### src/rtl/interleaver_pingpong_ctrl_if.sv
// Handshake bundle for the interleaver ping-pong controller.
// INTLV_EARLY_END_EN adds the blk_end write-side input.
interface interleaver_pingpong_ctrl_if #(
    parameter int ADDR_W = 13
);
    logic              start_ready;
    logic              blk_start;
    logic              blk_sel;
    logic              in_valid;
    logic              in_ready;
`ifdef INTLV_EARLY_END_EN
    logic              blk_end;
`endif
    logic              wr_en;
    logic              wr_bank;
    logic [ADDR_W-1:0] wr_addr;
    logic              out_valid;
    logic              out_ready;
    logic              rd_bank;
    logic [ADDR_W-1:0] rd_idx;
    logic              rd_blk_sel;
    logic              out_last;
    logic              blk_done;

    modport master (
        input  blk_start, blk_sel, in_valid, out_ready,
`ifdef INTLV_EARLY_END_EN
        input  blk_end,
`endif
        output start_ready, in_ready, wr_en, wr_bank, wr_addr,
               out_valid, rd_bank, rd_idx, rd_blk_sel, out_last, blk_done
    );

    modport slave (
        output blk_start, blk_sel, in_valid, out_ready,
`ifdef INTLV_EARLY_END_EN
        output blk_end,
`endif
        input  start_ready, in_ready, wr_en, wr_bank, wr_addr,
               out_valid, rd_bank, rd_idx, rd_blk_sel, out_last, blk_done
    );
endinterface

### src/rtl/interleaver_pingpong_ctrl.sv
// Ping-pong bank sequencer for the block interleaver: one bank fills while the other drains.
// Define INTLV_EARLY_END_EN to allow blk_end to terminate a block short of K.
module interleaver_pingpong_ctrl #(
    parameter int ADDR_W = 13,
    parameter int K0     = 1056,
    parameter int K1     = 6144
) (
    input  logic                       clk,
    input  logic                       reset,
    interleaver_pingpong_ctrl_if.master bus
);
    typedef enum logic [1:0] {B_EMPTY, B_FILL, B_FULL, B_DRAIN} bank_st_e;
    typedef enum logic {W_IDLE, W_FILL} w_st_e;
    typedef enum logic {R_IDLE, R_DRAIN} r_st_e;

    localparam logic [ADDR_W-1:0] K0_M1 = ADDR_W'(K0 - 1);
    localparam logic [ADDR_W-1:0] K1_M1 = ADDR_W'(K1 - 1);

    w_st_e             w_st_q, w_st_d;
    r_st_e             r_st_q, r_st_d;
    bank_st_e          bank_st_q [2];
    bank_st_e          bank_st_d [2];
    logic [ADDR_W-1:0] len_m1_q [2];
    logic [ADDR_W-1:0] len_m1_d [2];
    logic              sel_q [2];
    logic              sel_d [2];
    logic              wr_bank_q, wr_bank_d;
    logic              rd_bank_q, rd_bank_d;
    logic [ADDR_W-1:0] wr_addr_q, wr_addr_d;
    logic [ADDR_W-1:0] rd_idx_q, rd_idx_d;
    logic              blk_done_q, blk_done_d;

    logic start_ready, in_ready, wr_en, wr_last, out_valid, out_last;

    assign start_ready = (w_st_q == W_IDLE) && (bank_st_q[wr_bank_q] == B_EMPTY);
    assign in_ready    = (w_st_q == W_FILL);
    assign wr_en       = bus.in_valid & in_ready;
    assign out_valid   = (r_st_q == R_DRAIN);
    assign out_last    = out_valid && (rd_idx_q == len_m1_q[rd_bank_q]);
`ifdef INTLV_EARLY_END_EN
    assign wr_last     = (wr_addr_q == len_m1_q[wr_bank_q]) || bus.blk_end;
`else
    assign wr_last     = (wr_addr_q == len_m1_q[wr_bank_q]);
`endif

    // Write and read sides only ever touch banks in disjoint states, so both may update in one cycle.
    always_comb begin
        w_st_d     = w_st_q;
        r_st_d     = r_st_q;
        bank_st_d  = bank_st_q;
        len_m1_d   = len_m1_q;
        sel_d      = sel_q;
        wr_bank_d  = wr_bank_q;
        rd_bank_d  = rd_bank_q;
        wr_addr_d  = wr_addr_q;
        rd_idx_d   = rd_idx_q;
        blk_done_d = 1'b0;

        case (w_st_q)
            W_IDLE: begin
                if (bus.blk_start && start_ready) begin
                    bank_st_d[wr_bank_q] = B_FILL;
                    len_m1_d[wr_bank_q]  = bus.blk_sel ? K1_M1 : K0_M1;
                    sel_d[wr_bank_q]     = bus.blk_sel;
                    wr_addr_d            = '0;
                    w_st_d               = W_FILL;
                end
            end
            default: begin
                if (wr_en) begin
                    if (wr_last) begin
                        // On a normal last write wr_addr already equals len_m1.
                        bank_st_d[wr_bank_q] = B_FULL;
                        len_m1_d[wr_bank_q]  = wr_addr_q;
                        wr_bank_d            = ~wr_bank_q;
                        wr_addr_d            = '0;
                        w_st_d               = W_IDLE;
                    end else begin
                        wr_addr_d = wr_addr_q + ADDR_W'(1);
                    end
                end
            end
        endcase

        case (r_st_q)
            R_IDLE: begin
                if (bank_st_q[rd_bank_q] == B_FULL) begin
                    bank_st_d[rd_bank_q] = B_DRAIN;
                    rd_idx_d             = '0;
                    r_st_d               = R_DRAIN;
                end
            end
            default: begin
                if (bus.out_ready) begin
                    if (out_last) begin
                        bank_st_d[rd_bank_q] = B_EMPTY;
                        rd_bank_d            = ~rd_bank_q;
                        rd_idx_d             = '0;
                        r_st_d               = R_IDLE;
                        blk_done_d           = 1'b1;
                    end else begin
                        rd_idx_d = rd_idx_q + ADDR_W'(1);
                    end
                end
            end
        endcase
    end

    always_ff @(posedge clk or posedge reset) begin
        if (reset) begin
            w_st_q     <= W_IDLE;
            r_st_q     <= R_IDLE;
            bank_st_q  <= '{B_EMPTY, B_EMPTY};
            len_m1_q   <= '{'0, '0};
            sel_q      <= '{1'b0, 1'b0};
            wr_bank_q  <= 1'b0;
            rd_bank_q  <= 1'b0;
            wr_addr_q  <= '0;
            rd_idx_q   <= '0;
            blk_done_q <= 1'b0;
        end else begin
            w_st_q     <= w_st_d;
            r_st_q     <= r_st_d;
            bank_st_q  <= bank_st_d;
            len_m1_q   <= len_m1_d;
            sel_q      <= sel_d;
            wr_bank_q  <= wr_bank_d;
            rd_bank_q  <= rd_bank_d;
            wr_addr_q  <= wr_addr_d;
            rd_idx_q   <= rd_idx_d;
            blk_done_q <= blk_done_d;
        end
    end

    assign bus.start_ready = start_ready;
    assign bus.in_ready    = in_ready;
    assign bus.wr_en       = wr_en;
    assign bus.wr_bank     = wr_bank_q;
    assign bus.wr_addr     = wr_addr_q;
    assign bus.out_valid   = out_valid;
    assign bus.rd_bank     = rd_bank_q;
    assign bus.rd_idx      = rd_idx_q;
    assign bus.rd_blk_sel  = out_valid & sel_q[rd_bank_q];
    assign bus.out_last    = out_last;
    assign bus.blk_done    = blk_done_q;
endmodule

### src/flat_wrapper.sv
// flat-port wrapper written by rule: the top's interface ports become plain ports
module interleaver_pingpong_ctrl_flat 
#(
    parameter int ADDR_W = 13,
    parameter int K0     = 1056,
    parameter int K1     = 6144
)
  (clk, reset, bus_blk_start, bus_blk_sel, bus_in_valid, bus_out_ready, bus_start_ready, bus_in_ready, bus_wr_en, bus_wr_bank, bus_wr_addr, bus_out_valid, bus_rd_bank, bus_rd_idx, bus_rd_blk_sel, bus_out_last, bus_blk_done);
  interleaver_pingpong_ctrl_if #(.ADDR_W(ADDR_W)) bus_i ();
  input  logic clk;
  input  logic reset;
  input wire logic [$bits(bus_i.blk_start)-1:0] bus_blk_start;
  input wire logic [$bits(bus_i.blk_sel)-1:0] bus_blk_sel;
  input wire logic [$bits(bus_i.in_valid)-1:0] bus_in_valid;
  input wire logic [$bits(bus_i.out_ready)-1:0] bus_out_ready;
  output wire logic [$bits(bus_i.start_ready)-1:0] bus_start_ready;
  output wire logic [$bits(bus_i.in_ready)-1:0] bus_in_ready;
  output wire logic [$bits(bus_i.wr_en)-1:0] bus_wr_en;
  output wire logic [$bits(bus_i.wr_bank)-1:0] bus_wr_bank;
  output wire logic [$bits(bus_i.wr_addr)-1:0] bus_wr_addr;
  output wire logic [$bits(bus_i.out_valid)-1:0] bus_out_valid;
  output wire logic [$bits(bus_i.rd_bank)-1:0] bus_rd_bank;
  output wire logic [$bits(bus_i.rd_idx)-1:0] bus_rd_idx;
  output wire logic [$bits(bus_i.rd_blk_sel)-1:0] bus_rd_blk_sel;
  output wire logic [$bits(bus_i.out_last)-1:0] bus_out_last;
  output wire logic [$bits(bus_i.blk_done)-1:0] bus_blk_done;
  assign bus_i.blk_start = bus_blk_start;
  assign bus_i.blk_sel = bus_blk_sel;
  assign bus_i.in_valid = bus_in_valid;
  assign bus_i.out_ready = bus_out_ready;
  assign bus_start_ready = bus_i.start_ready;
  assign bus_in_ready = bus_i.in_ready;
  assign bus_wr_en = bus_i.wr_en;
  assign bus_wr_bank = bus_i.wr_bank;
  assign bus_wr_addr = bus_i.wr_addr;
  assign bus_out_valid = bus_i.out_valid;
  assign bus_rd_bank = bus_i.rd_bank;
  assign bus_rd_idx = bus_i.rd_idx;
  assign bus_rd_blk_sel = bus_i.rd_blk_sel;
  assign bus_out_last = bus_i.out_last;
  assign bus_blk_done = bus_i.blk_done;
  interleaver_pingpong_ctrl #(.ADDR_W(ADDR_W), .K0(K0), .K1(K1)) u_core (.clk(clk), .reset(reset), .bus(bus_i));
endmodule
### config.mk
export PLATFORM = sky130hd
export DESIGN_NAME = interleaver_pingpong_ctrl_flat
export DESIGN_NICKNAME = d
export VERILOG_FILES = /design/src/rtl/interleaver_pingpong_ctrl_if.sv /design/src/rtl/interleaver_pingpong_ctrl.sv /design/src/flat_wrapper.sv
export SDC_FILE = /design/constraint.sdc
export NUM_CORES = 1
export LEC_CHECK = 0
export ABC_AREA = 1
export BUFFER_PORTS_ARGS = -buffer_cell sky130_fd_sc_hd__buf_4
export CAP_MARGIN = 20
export CORE_ASPECT_RATIO = 1.5
export CORE_MARGIN = 2
export CORE_UTILIZATION = 55
export CTS_CLUSTER_SIZE = 28
export DETAILED_ROUTE_END_ITERATION = 12
export GPL_TIMING_DRIVEN = 0
export PLACE_DENSITY = 0.75
export RECOVER_POWER = 25
export SKIP_CTS_REPAIR_TIMING = 1
export SYNTH_ARGS = -nofsm -noshare
export SYNTH_HDL_FRONTEND = slang
export SYNTH_SLANG_ARGS = --single-unit
### constraint.sdc
create_clock -name clk -period 3.9 [get_ports clk]
set_clock_uncertainty 0.1 [all_clocks]
set_input_delay 0.78 -clock clk [delete_from_list [all_inputs] [get_ports clk]]
set_output_delay 0.78 -clock clk [all_outputs]
set_load 0.03 [all_outputs]
==> flow_summary.json, run 1 <==
{
  "drc": 0,
  "period_needed_ns": 3.17,
  "slew_headroom_pct": 45.6,
  "cpPeakStageDelay_ns": 0.38,
  "boundaryPins": 41,
  "gr-total-overflow": 0,
  "clk_latency_ns": 0.35,
  "cts_buffers": 9,
  "drv_cap": 0,
  "fp.dieH_um": 108,
  "cts.path.max_buffers": 2,
  "gp_congestion": 0.988,
  "p_clk_share_pct": 24.3,
  "synth_ff_type": "dfrtp_1",
  "critPathCaptureType": "output pin",
  "dp_slack_ns": 1.14,
  "grt_pass1_wl_mm": 19.5,
  "vias": 4103,
  "drv_slew": 0,
  "drt_iter0_drc": 271,
  "setup_slack_ns": 0.735,
  "critPathMostFrequentCell": "nand2_1",
  "placed_cells": 713,
  "mostFrequentLayoutCell": "nand2_1",
  "fin_setup_tns_ns": 0,
  "ff_latch_area_um2": 1580,
  "yosysSeqAreaShare_pct": 39.4,
  "wl_per_cell_um": 16.6,
  "first_pass_iters": 6,
  "grt_pass1_vias": 3952,
  "core_um2": 7130,
  "syn_nets": 600,
  "cp_cell_sequence": "buf_2 > inv_1 > buf_2 > nand2_1 > nand2_1 > xor2_1 > nand4_1 > nor2_1 > nand2_1 > inv_1 > buf_4",
  "ys_types": 28,
  "fp-row-count": 38,
  "cts-root-buf": "clkbuf_8",
  "worstSetupPathType": "flop to output pin",
  "io_buffers": 40,
  "syn-cell-area_um2": 4000,
  "post-route-util_pct": 64.7,
  "period_share_pct": 81.2,
  "netlist_instances": 592,
  "synth-seq-cells": 63,
  "ant_nets": 0,
  "fillers": 684,
  "cts.sinks": 63,
  "synth_edf_count": 0,
  "ctsHtreeMaxLevel": 3,
  "yosysWarningCount": 0,
  "crit_family": "buffers and inverters",
  "leakage_nw": 2.54,
  "grt_max_degree": 45,
  "report.power.total_w": 0.00228,
  "clk_pin_slew_ns": 0.07,
  "setup-violations-final": 0,
  "wl_mm": 12.1,
  "path_buf_inv": 5,
  "switching_share_pct": 41.3,
  "netSwitchingPower_w": 0.000941,
  "dp_hpwl_mm": 9.74,
  "antenna_found_initial": 0,
  "async_flop_share_pct": 100,
  "multi_input_area_um2": 2060,
  "cp.required_ns": 3.02,
  "worst_pin_slew_ns": 0.815,
  "cp_max_fo": 10,
  "arrival_ns": 2.29,
  "seq_power_share_pct": 38.6,
  "hold_viol": 0,
  "p_comb_share_pct": 37.2,
  "rsz0062_at_grt": "false",
  "dieArea_um2": 7990,
  "finalNetCount": 652,
  "area_delta_synth_final_pct": 15.2,
  "r2r_setup_slack_ns": 1.55,
  "p_per_area_nw_per_um2": 493,
  "p_int_w": 0.00134,
  "syn-mean-instance-area_um2": 6.76,
  "drive_gt1_share_pct": 12.2,
  "startpoint_type": "flop",
  "antenna_cells": 0,
  "peakVddDrop_v": 0.000425,
  "timing.fmax_ghz": 0.316,
  "hp-class": "flop to flop",
  "final_cell_mix": "218 x nand2_1, 69 x nand3_1, 63 x dfrtp_1, 62 x inv_1, 42 x buf_4",
  "tritoncts": "built",
  "initial_utilization_pct": 56.1,
  "stdcell_count": 729,
  "grtUsageTotal_pct": 32.8,
  "critPathSlowestCell": "dfrtp_1",
  "status": "complete, no violations",
  "via_per_inst": 5.63,
  "fp.dieW_um": 73.7
}
-- cell families (layout without fill, tap and decap cells) --
logic type                 after synthesis  count (layout)  share of synthesized area (%)
AOI/OAI and AO/OA                       51              51                           7.13
adders and majority gates                2               2                          0.625
DFF                                     63              63                           39.4
and+or+nand+nor                        376             376                           40.7
buffers and inverters                   86             143                           9.16
xor gates and xnor gates                14              14                           3.06
-- final timing paths --
| path | startpoint | to | cells after the start |
|---|---|---|---|
| worst max register to register | u_core.bus.rd_bank$_DFFE_PP0P_ | u_core.bank_st_q[1]$_DFF_PP0_ | 12 |
| worst min register to register | u_core.sel_q[0]$_DFFE_PP0P_ | u_core.sel_q[0]$_DFFE_PP0P_ | 2 |
| max in group asynchronous | reset | u_core.len_m1_q[20]$_DFFE_PP0P_ | 3 |
| worst max-delay path | u_core.bus.rd_bank$_DFFE_PP0P_ | bus_out_last | 11 |
| worst min-delay path | u_core.sel_q[0]$_DFFE_PP0P_ | u_core.sel_q[0]$_DFFE_PP0P_ | 2 |
| min in group asynchronous | reset | u_core.bus.rd_bank$_DFFE_PP0P_ | 2 |
-- flip-flops by register name, indices dropped and copies added (netlist names) --
register,count
u_core.len_m1_q,26
u_core.bus.rd_idx,13
u_core.bus.wr_addr,13
u_core.bank_st_q,4
u_core.sel_q,2
u_core.bus.blk_done,1
u_core.bus.in_ready,1
u_core.bus.out_valid,1
u_core.bus.rd_bank,1
u_core.bus.wr_bank,1
-- power groups by stage --
stage	Combinational (W)	Clock, W	Sequential [W]
after detailed placement	0.000839	0	0.000886
after global routing	0.000942	0.000595	0.000890
after global placement	0.000830	0	0.000884
final	0.000846	0.000552	0.000878
after floorplan	0.000438	0	0.00101
after CTS	0.000843	0.000564	0.000876
-- layout make-up --
class                   count  share of cell area (%)
clock inverters             6                    1.33
plain buffers              22                    2.74
clock buffers              10                    2.77
multi-input cells         443                    44.7
well taps                  80                    2.17
repair buffers             41                    6.94
flip-flops and latches     63                    34.2
inverters                  64                    5.21
-- metrics by stage --
stage | cell area, um2 | hold WS (ns)
2_1_floorplan | 4000 | 0.348
3_3_place_gp | 4400 | 0.370
3_5_place_dp | 4420 | 0.378
4_1_cts | 4610 | 0.337
5_1_grt | 4610 | 0.435
6_report | 4610 | 0.394
-- worst reg2reg max path, stage by stage, from the launching register on --
cell and delay, ns:
dfrtp_1 0.38, buf_2 0.16, inv_1 0.10, buf_2 0.24, nand2_1 0.10, nand3_1 0.11, nand2_1 0.07, nor2_1 0.10
nand3_1 0.08, nor2_1 0.24, nand2_1 0.27, nor2_1 0.22, a21oi_1 0.06
-- layer usage --
metal | GRT usage (%) | vias up | routed length, um
li1 | - | 2019 | -
met1 | 34.4 | 1858 | 4350
met2 | 57.1 | 168 | 6270
met3 | 4.85 | 58 | 599
met4 | 25.1 | 0 | 912
met5 | 0 | - | 0
-- cell usage after synthesis, types with 4 or more instances --
library cell | number | area [um2]
a21oi_1 | 10 | 50.1
buf_2 | 8 | 40.0
clkbuf_1 | 8 | 30.0
dfrtp_1 | 63 | 1580
inv_1 | 62 | 233
nand2_1 | 218 | 818
nand3_1 | 69 | 345
nand4_1 | 34 | 213
nor2_1 | 41 | 154
nor3_1 | 7 | 35.0
o211ai_1 | 4 | 30.0
o21ai_0 | 32 | 160
xor2_1 | 12 | 105
Note: power is estimated with default switching activity, not from simulation.
==> run 2: changes to the inputs <==
CORE_UTILIZATION = 54   (was 55)
PLACE_DENSITY = 0.77   (was 0.75)
clock period = 2.63 ns   (was 3.9 ns; I/O delays follow)
==> run 2 against run 1 <==
Against the previous run: critical path depth grew 1; first-iteration DRC count grew 11%; via count grew 2.1%; critical path type unchanged; critical endpoint unchanged.
==> flow_summary.json, run 2 (synthesized netlist as in run 1, its figures left out) <==
{
  "status": "complete, no violations",
  "reg2regPathDepth": 10,
  "io_buffers": 40,
  "drv_cap": 0,
  "critPathMostFrequentCell": "nand2_2",
  "clk_pin_slew_ns": 0.07,
  "grt_busiest_layer": "met2",
  "use_met3_pct": 4.40,
  "drc": 0,
  "rsz0062_at_grt": "true",
  "cts.sinks": 63,
  "area_delta_synth_final_pct": 19.1,
  "r2r_setup_slack_ns": 0.37,
  "worst_pin_slew_ns": 1.12,
  "fp-row-count": 38,
  "grtUsageTotal_pct": 32.3,
  "critPathSlowestCell": "dfrtp_2",
  "cp_cell_sequence": "inv_2 > buf_6 > nand2_2 > nand2_2 > nand2_2 > nand2_1 > nor2_1 > nand4_1 > nor2_1 > nand2_2 > inv_2 > buf_6",
  "clk_latency_ns": 0.35,
  "finalNetCount": 656,
  "initial_utilization_pct": 55.4,
  "vias": 4190,
  "cpPeakStageDelay_ns": 0.46,
  "cts.path.max_buffers": 2,
  "cts-root-buf": "clkbuf_8",
  "antenna_cells": 0,
  "via_per_inst": 5.57,
  "drive_gt1_share_pct": 15.0,
  "antenna_found_initial": 0,
  "cp.required_ns": 2.00,
  "peakVddDrop_v": 0.000545,
  "timing.fmax_ghz": 0.391,
  "leakage_nw": 2.59,
  "use_met1_pct": 33.6,
  "grt_pass1_wl_mm": 19.2,
  "gp_congestion": 1.05,
  "report.power.total_w": 0.00358,
  "period_needed_ns": 2.56,
  "wl_per_cell_um": 16.5,
  "ant_nets": 0,
  "startpoint_type": "flop",
  "final_cell_mix": "210 x nand2_1, 67 x nand3_1, 62 x dfrtp_1, 60 x inv_1, 46 x buf_4",
  "fp.dieW_um": 74.3,
  "arrival_ns": 1.93,
  "r2r_start": "u_core.bus.wr_bank$_DFFE_PP0P_",
  "top_register": "u_core.len_m1_q",
  "boundaryPins": 41,
  "period_share_pct": 97.3,
  "holdWs_ns": 0.202,
  "core_um2": 7230,
  "largest_reg_flops": 26,
  "grt_max_degree": 45,
  "grt_use_met2_pct": 56.9,
  "critPathCaptureType": "output pin",
  "stdcell_count": 752,
  "grt_pass1_vias": 4010,
  "first_pass_iters": 8,
  "slew_headroom_pct": 25.4,
  "hp-class": "primary input to async pin",
  "drt_iter0_drc": 300,
  "cts_buffers": 9,
  "mostFrequentLayoutCell": "nand2_1",
  "tritoncts": "built",
  "cp_max_fo": 8,
  "drv_slew": 0,
  "worstSetupPathType": "flop to output pin",
  "dieArea_um2": 8130,
  "p_per_area_nw_per_um2": 750,
  "fp.dieH_um": 109,
  "dp_hpwl_mm": 9.78,
  "fin_setup_tns_ns": 0,
  "r2r_end": "u_core.len_m1_q[23]$_DFFE_PP0P_",
  "hold_viol": 0,
  "placed_cells": 733,
  "ctsHtreeMaxLevel": 3,
  "wl_mm": 12.4,
  "gr-total-overflow": 0,
  "setup-violations-final": 0
}
run 2: changes by cell type in the layout (fill, tap and decap cells not counted), moves of 2 or more:
cell       delta
nand3_2       +2
bufinv_16     +2
buf_4         +4
nand2_1       -8
clkinv_2      -2
inv_1         -2
inv_2         +2
buf_2         -4
nand3_1       -2
buf_6         +3
nand2_2       +7
run 2: metal layers:
layer | vias up | routed length [um]
met2 | 210 | 6440
met5 | - | 0
met3 | 68 | 668
li1 | 2036 | -
met1 | 1876 | 4380
met4 | 0 | 887
run 2: layout make-up:
cell class	instances	area [um2]
clock inverter	4	95.1
inverter	64	240
buffer	21	136
sequential	63	1580
clock buffer	11	131
fill	683	2460
multi-input combinational	443	2110
timing repair buffer	46	347
tap	100	125
run 2: stage by stage:
stage                     setup WS [ns]  instance area, um2  utilization (%)
after floorplan                   0.265                4000                -
after global placement           -0.303                4430             61.3
after detailed placement          0.136                4450             61.6
after CTS                        -0.251                4680             64.7
after global routing            -0.0470                4770             66.0
final                            0.0702                4770             66.0
run 2: worst max-delay path by stage:
stage	start	endpoint	slack, ns	depth (start not counted)
floorplan	u_core.bus.rd_bank$_DFFE_PP0P_	bus_out_last	0.27	10
global placement	reset	u_core.bus.wr_addr[1]$_DFFE_PP0P_	-0.30	2
detailed placement	u_core.bus.rd_bank$_DFFE_PP0P_	bus_out_last	0.14	11
CTS	u_core.bus.rd_bank$_DFFE_PP0P_	bus_out_last	-0.25	11
global route	u_core.bus.rd_bank$_DFFE_PP0P_	bus_out_last	-0.05	7
finish	u_core.bus.rd_bank$_DFFE_PP0P_	bus_out_last	0.07	12
run 2: power by group:
group,internal [W],switching [W],total [W]
Clock,0.000624,0.000378,0.00100
Combinational,0.000442,0.000833,0.00128
Sequential,0.00111,0.000185,0.00130
run 2: critical path: cells and delay by family, from the launching register on:
kind,cells,cell delay [ns]
simple gates,8,0.72
flops,1,0.46
buf+inv,4,0.42
==> run 3: changes to the inputs <==
ABC_AREA = 0   (was 1)
BUFFER_PORTS_ARGS = -buffer_cell sky130_fd_sc_hd__buf_2   (was -buffer_cell sky130_fd_sc_hd__buf_4)
CORE_UTILIZATION = 53   (was 54)
PLACE_DENSITY = 0.76   (was 0.77)
==> run 3 against run 2 <==
Against the previous run: the run now ends with setup timing left; sequential share of layout area increased by 2.9 points; non-clock buffer count decreased by 3; utilization increased by 1.1 points; highest routed layer unchanged.
==> flow_summary.json, run 3 <==
{
  "status": "finished with violations",
  "violations": "setup timing",
  "cts-root-buf": "clkbuf_8",
  "period_share_pct": 111,
  "slew_headroom_pct": 29.8,
  "clk_latency_ns": 0.34,
  "tritoncts": "built",
  "startpoint_type": "flop",
  "dp_slack_ns": -0.537,
  "arrival_ns": 3.06,
  "yosysSeqAreaShare_pct": 43.8,
  "p_comb_share_pct": 46.1,
  "fp.dieH_um": 105,
  "syn-mean-instance-area_um2": 10.0,
  "async_flop_share_pct": 100,
  "p_per_area_nw_per_um2": 1090,
  "synth_most_common_cell": "dfrtp_1",
  "grtUsageTotal_pct": 24.9,
  "dieArea_um2": 7480,
  "gr-total-overflow": 0,
  "cts.sinks": 63,
  "p_clk_share_pct": 22.2,
  "largest_reg_flops": 26,
  "critPathSlowestCell": "or4_4",
  "grt_pass1_wl_mm": 14.5,
  "first_pass_iters": 4,
  "clk_pin_slew_ns": 0.07,
  "multi_input_area_um2": 1990,
  "synth_edf_count": 0,
  "boundaryPins": 41,
  "seq_power_share_pct": 31.7,
  "area_delta_synth_final_pct": 21.8,
  "fp-row-count": 36,
  "via_per_inst": 5.98,
  "antenna_found_initial": 0,
  "vias": 2989,
  "drt_iter0_drc": 127,
  "ff_latch_area_um2": 1580,
  "drv_slew": 0,
  "switching_share_pct": 39.9,
  "peakVddDrop_v": 0.000579,
  "grt_max_degree": 43,
  "ctsHtreeMaxLevel": 3,
  "setup-violations-final": 19,
  "cp.required_ns": 2.77,
  "period_needed_ns": 2.93,
  "p_int_w": 0.00288,
  "cts_buffers": 9,
  "core_um2": 6530,
  "worst_pin_slew_ns": 1.05,
  "cpPeakStageDelay_ns": 0.56,
  "syn-cell-area_um2": 3600,
  "netSwitchingPower_w": 0.00191,
  "mostFrequentLayoutCell": "dfrtp_1",
  "rsz0062_at_grt": "true",
  "hold_viol": 0,
  "syn_nets": 366,
  "ant_nets": 0,
  "yosys-top-cells-area": "dfrtp_1 44%, mux2i_1 8.9%, mux2_2 8.8%",
  "ys_top_cells_by_count": "63 x dfrtp_1, 41 x nand2_1, 32 x mux2i_1",
  "stdcell_count": 500,
  "synth_top_area_share_pct": 43.8,
  "synth_ff_type": "dfrtp_1",
  "cp_max_fo": 5,
  "wl_mm": 9.11,
  "drive_gt1_share_pct": 29.2,
  "hp-class": "primary input to async pin",
  "top_register": "u_core.len_m1_q",
  "drv_cap": 0,
  "critPathCaptureType": "flop",
  "yosysWarningCount": 0,
  "ys_types": 46,
  "cts.path.max_buffers": 2,
  "cp_cell_sequence": "buf_6 > clkbuf_16 > mux2i_2 > xnor2_1 > or4b_1 > or4_4 > or3_1 > and3_1",
  "netlist_instances": 358,
  "gp_congestion": 0.895,
  "fp.dieW_um": 71.3,
  "finalNetCount": 427,
  "synth-seq-cells": 63,
  "worstSetupPathType": "flop to flop",
  "antenna_cells": 0,
  "setup_slack_ns": -0.296,
  "grt_pass1_vias": 2922,
  "post-route-util_pct": 67.1,
  "placed_area_um2": 3950,
  "drc": 0,
  "placed_cells": 475,
  "timing.fmax_ghz": 0.342,
  "initial_utilization_pct": 55.1,
  "io_buffers": 40,
  "stdcell_area_um2": 4380,
  "dp_hpwl_mm": 6.48,
  "fillers": 504,
  "leakage_nw": 2.02,
  "wl_per_cell_um": 18.2,
  "yosysTopAreaCell": "dfrtp_1",
  "final_cell_mix": "61 x dfrtp_1, 40 x nand2_1, 40 x buf_2, 28 x mux2_2, 27 x mux2i_1"
}
==> run 3: worst paths after layout <==
path                                                 from                               end  slack [ns]  depth (start not counted)
setup / recovery           u_core.bus.rd_bank$_DFFE_PP0P_     u_core.bank_st_q[2]$_DFF_PP0_       -0.30                          8
hold / removal                                      reset  u_core.bus.rd_idx[0]$_DFFE_PP0P_        0.22                          2
setup reg to reg           u_core.bus.rd_bank$_DFFE_PP0P_     u_core.bank_st_q[2]$_DFF_PP0_       -0.30                          8
hold reg to reg               u_core.sel_q[1]$_DFFE_PP0P_       u_core.sel_q[1]$_DFFE_PP0P_        0.42                          1
max in group asynchronous                           reset    u_core.bus.wr_bank$_DFFE_PP0P_        0.63                          3
min in group clk                              bus_blk_sel       u_core.sel_q[0]$_DFFE_PP0P_        0.34                          2
==> run 3: per-layer routing <==
layer | up-vias | track usage, % | share of wire (%)
li1 | 1396 | - | -
met1 | 1469 | 29.8 | 38
met2 | 99 | 42.9 | 54
met3 | 25 | 4.82 | 4.5
met4 | 0 | 10.4 | 3.1
met5 | - | 0 | 0
==> run 3: per-stage QoR <==
stage	TNS, ns	power, W	hold WS (ns)
floorplan	-1.26	0.00294	0.379
CTS	-19.38	0.00452	0.0971
finish	-3.65	0.00479	0.220
global route	-5.82	0.00504	0.307
global placement	-34.37	0.00338	0.388
detailed placement	-17.62	0.00345	0.400
==> run 3: kinds of logic after synthesis <==
logic type / share of synthesized area [%]
XOR/XNOR: 9.01
adder cells (fa/ha/maj): 0.696
multiplexers: 17.7
buffers and inverters: 3.90
AO/OA/AOI/OAI: 6.78
flip-flops: 43.8
AND/OR/NAND/NOR: 18.1
==> run 3: layout make-up <==
| type | count | share of cell area, % |
|---|---|---|
| Sequential cell | 63 | 36.0 |
| Tap cell | 76 | 2.17 |
| Timing Repair Buffer | 50 | 6.77 |
| Multi-Input combinational cell | 269 | 45.3 |
| Inverter | 12 | 1.03 |
| Clock inverter | 3 | 2.06 |
| Clock buffer | 13 | 3.63 |
| Buffer | 14 | 2.97 |
==> run 3: worst max-delay path: cells and delay by family, from the launching register on <==
family,cells,cell delay [ns]
xor+xnor,1,0.12
simple gates,4,1.60
buf+inv,2,0.31
flops,1,0.44
mux,1,0.24
==> run 3: power groups by stage <==
stage	logic, W	registers [W]	clock network [W]
global placement	0.00189	0.00149	0
floorplan	0.00134	0.00160	0
CTS	0.00195	0.00150	0.00108
finish	0.00221	0.00152	0.00106
global route	0.00237	0.00156	0.00111
detailed placement	0.00194	0.00151	0
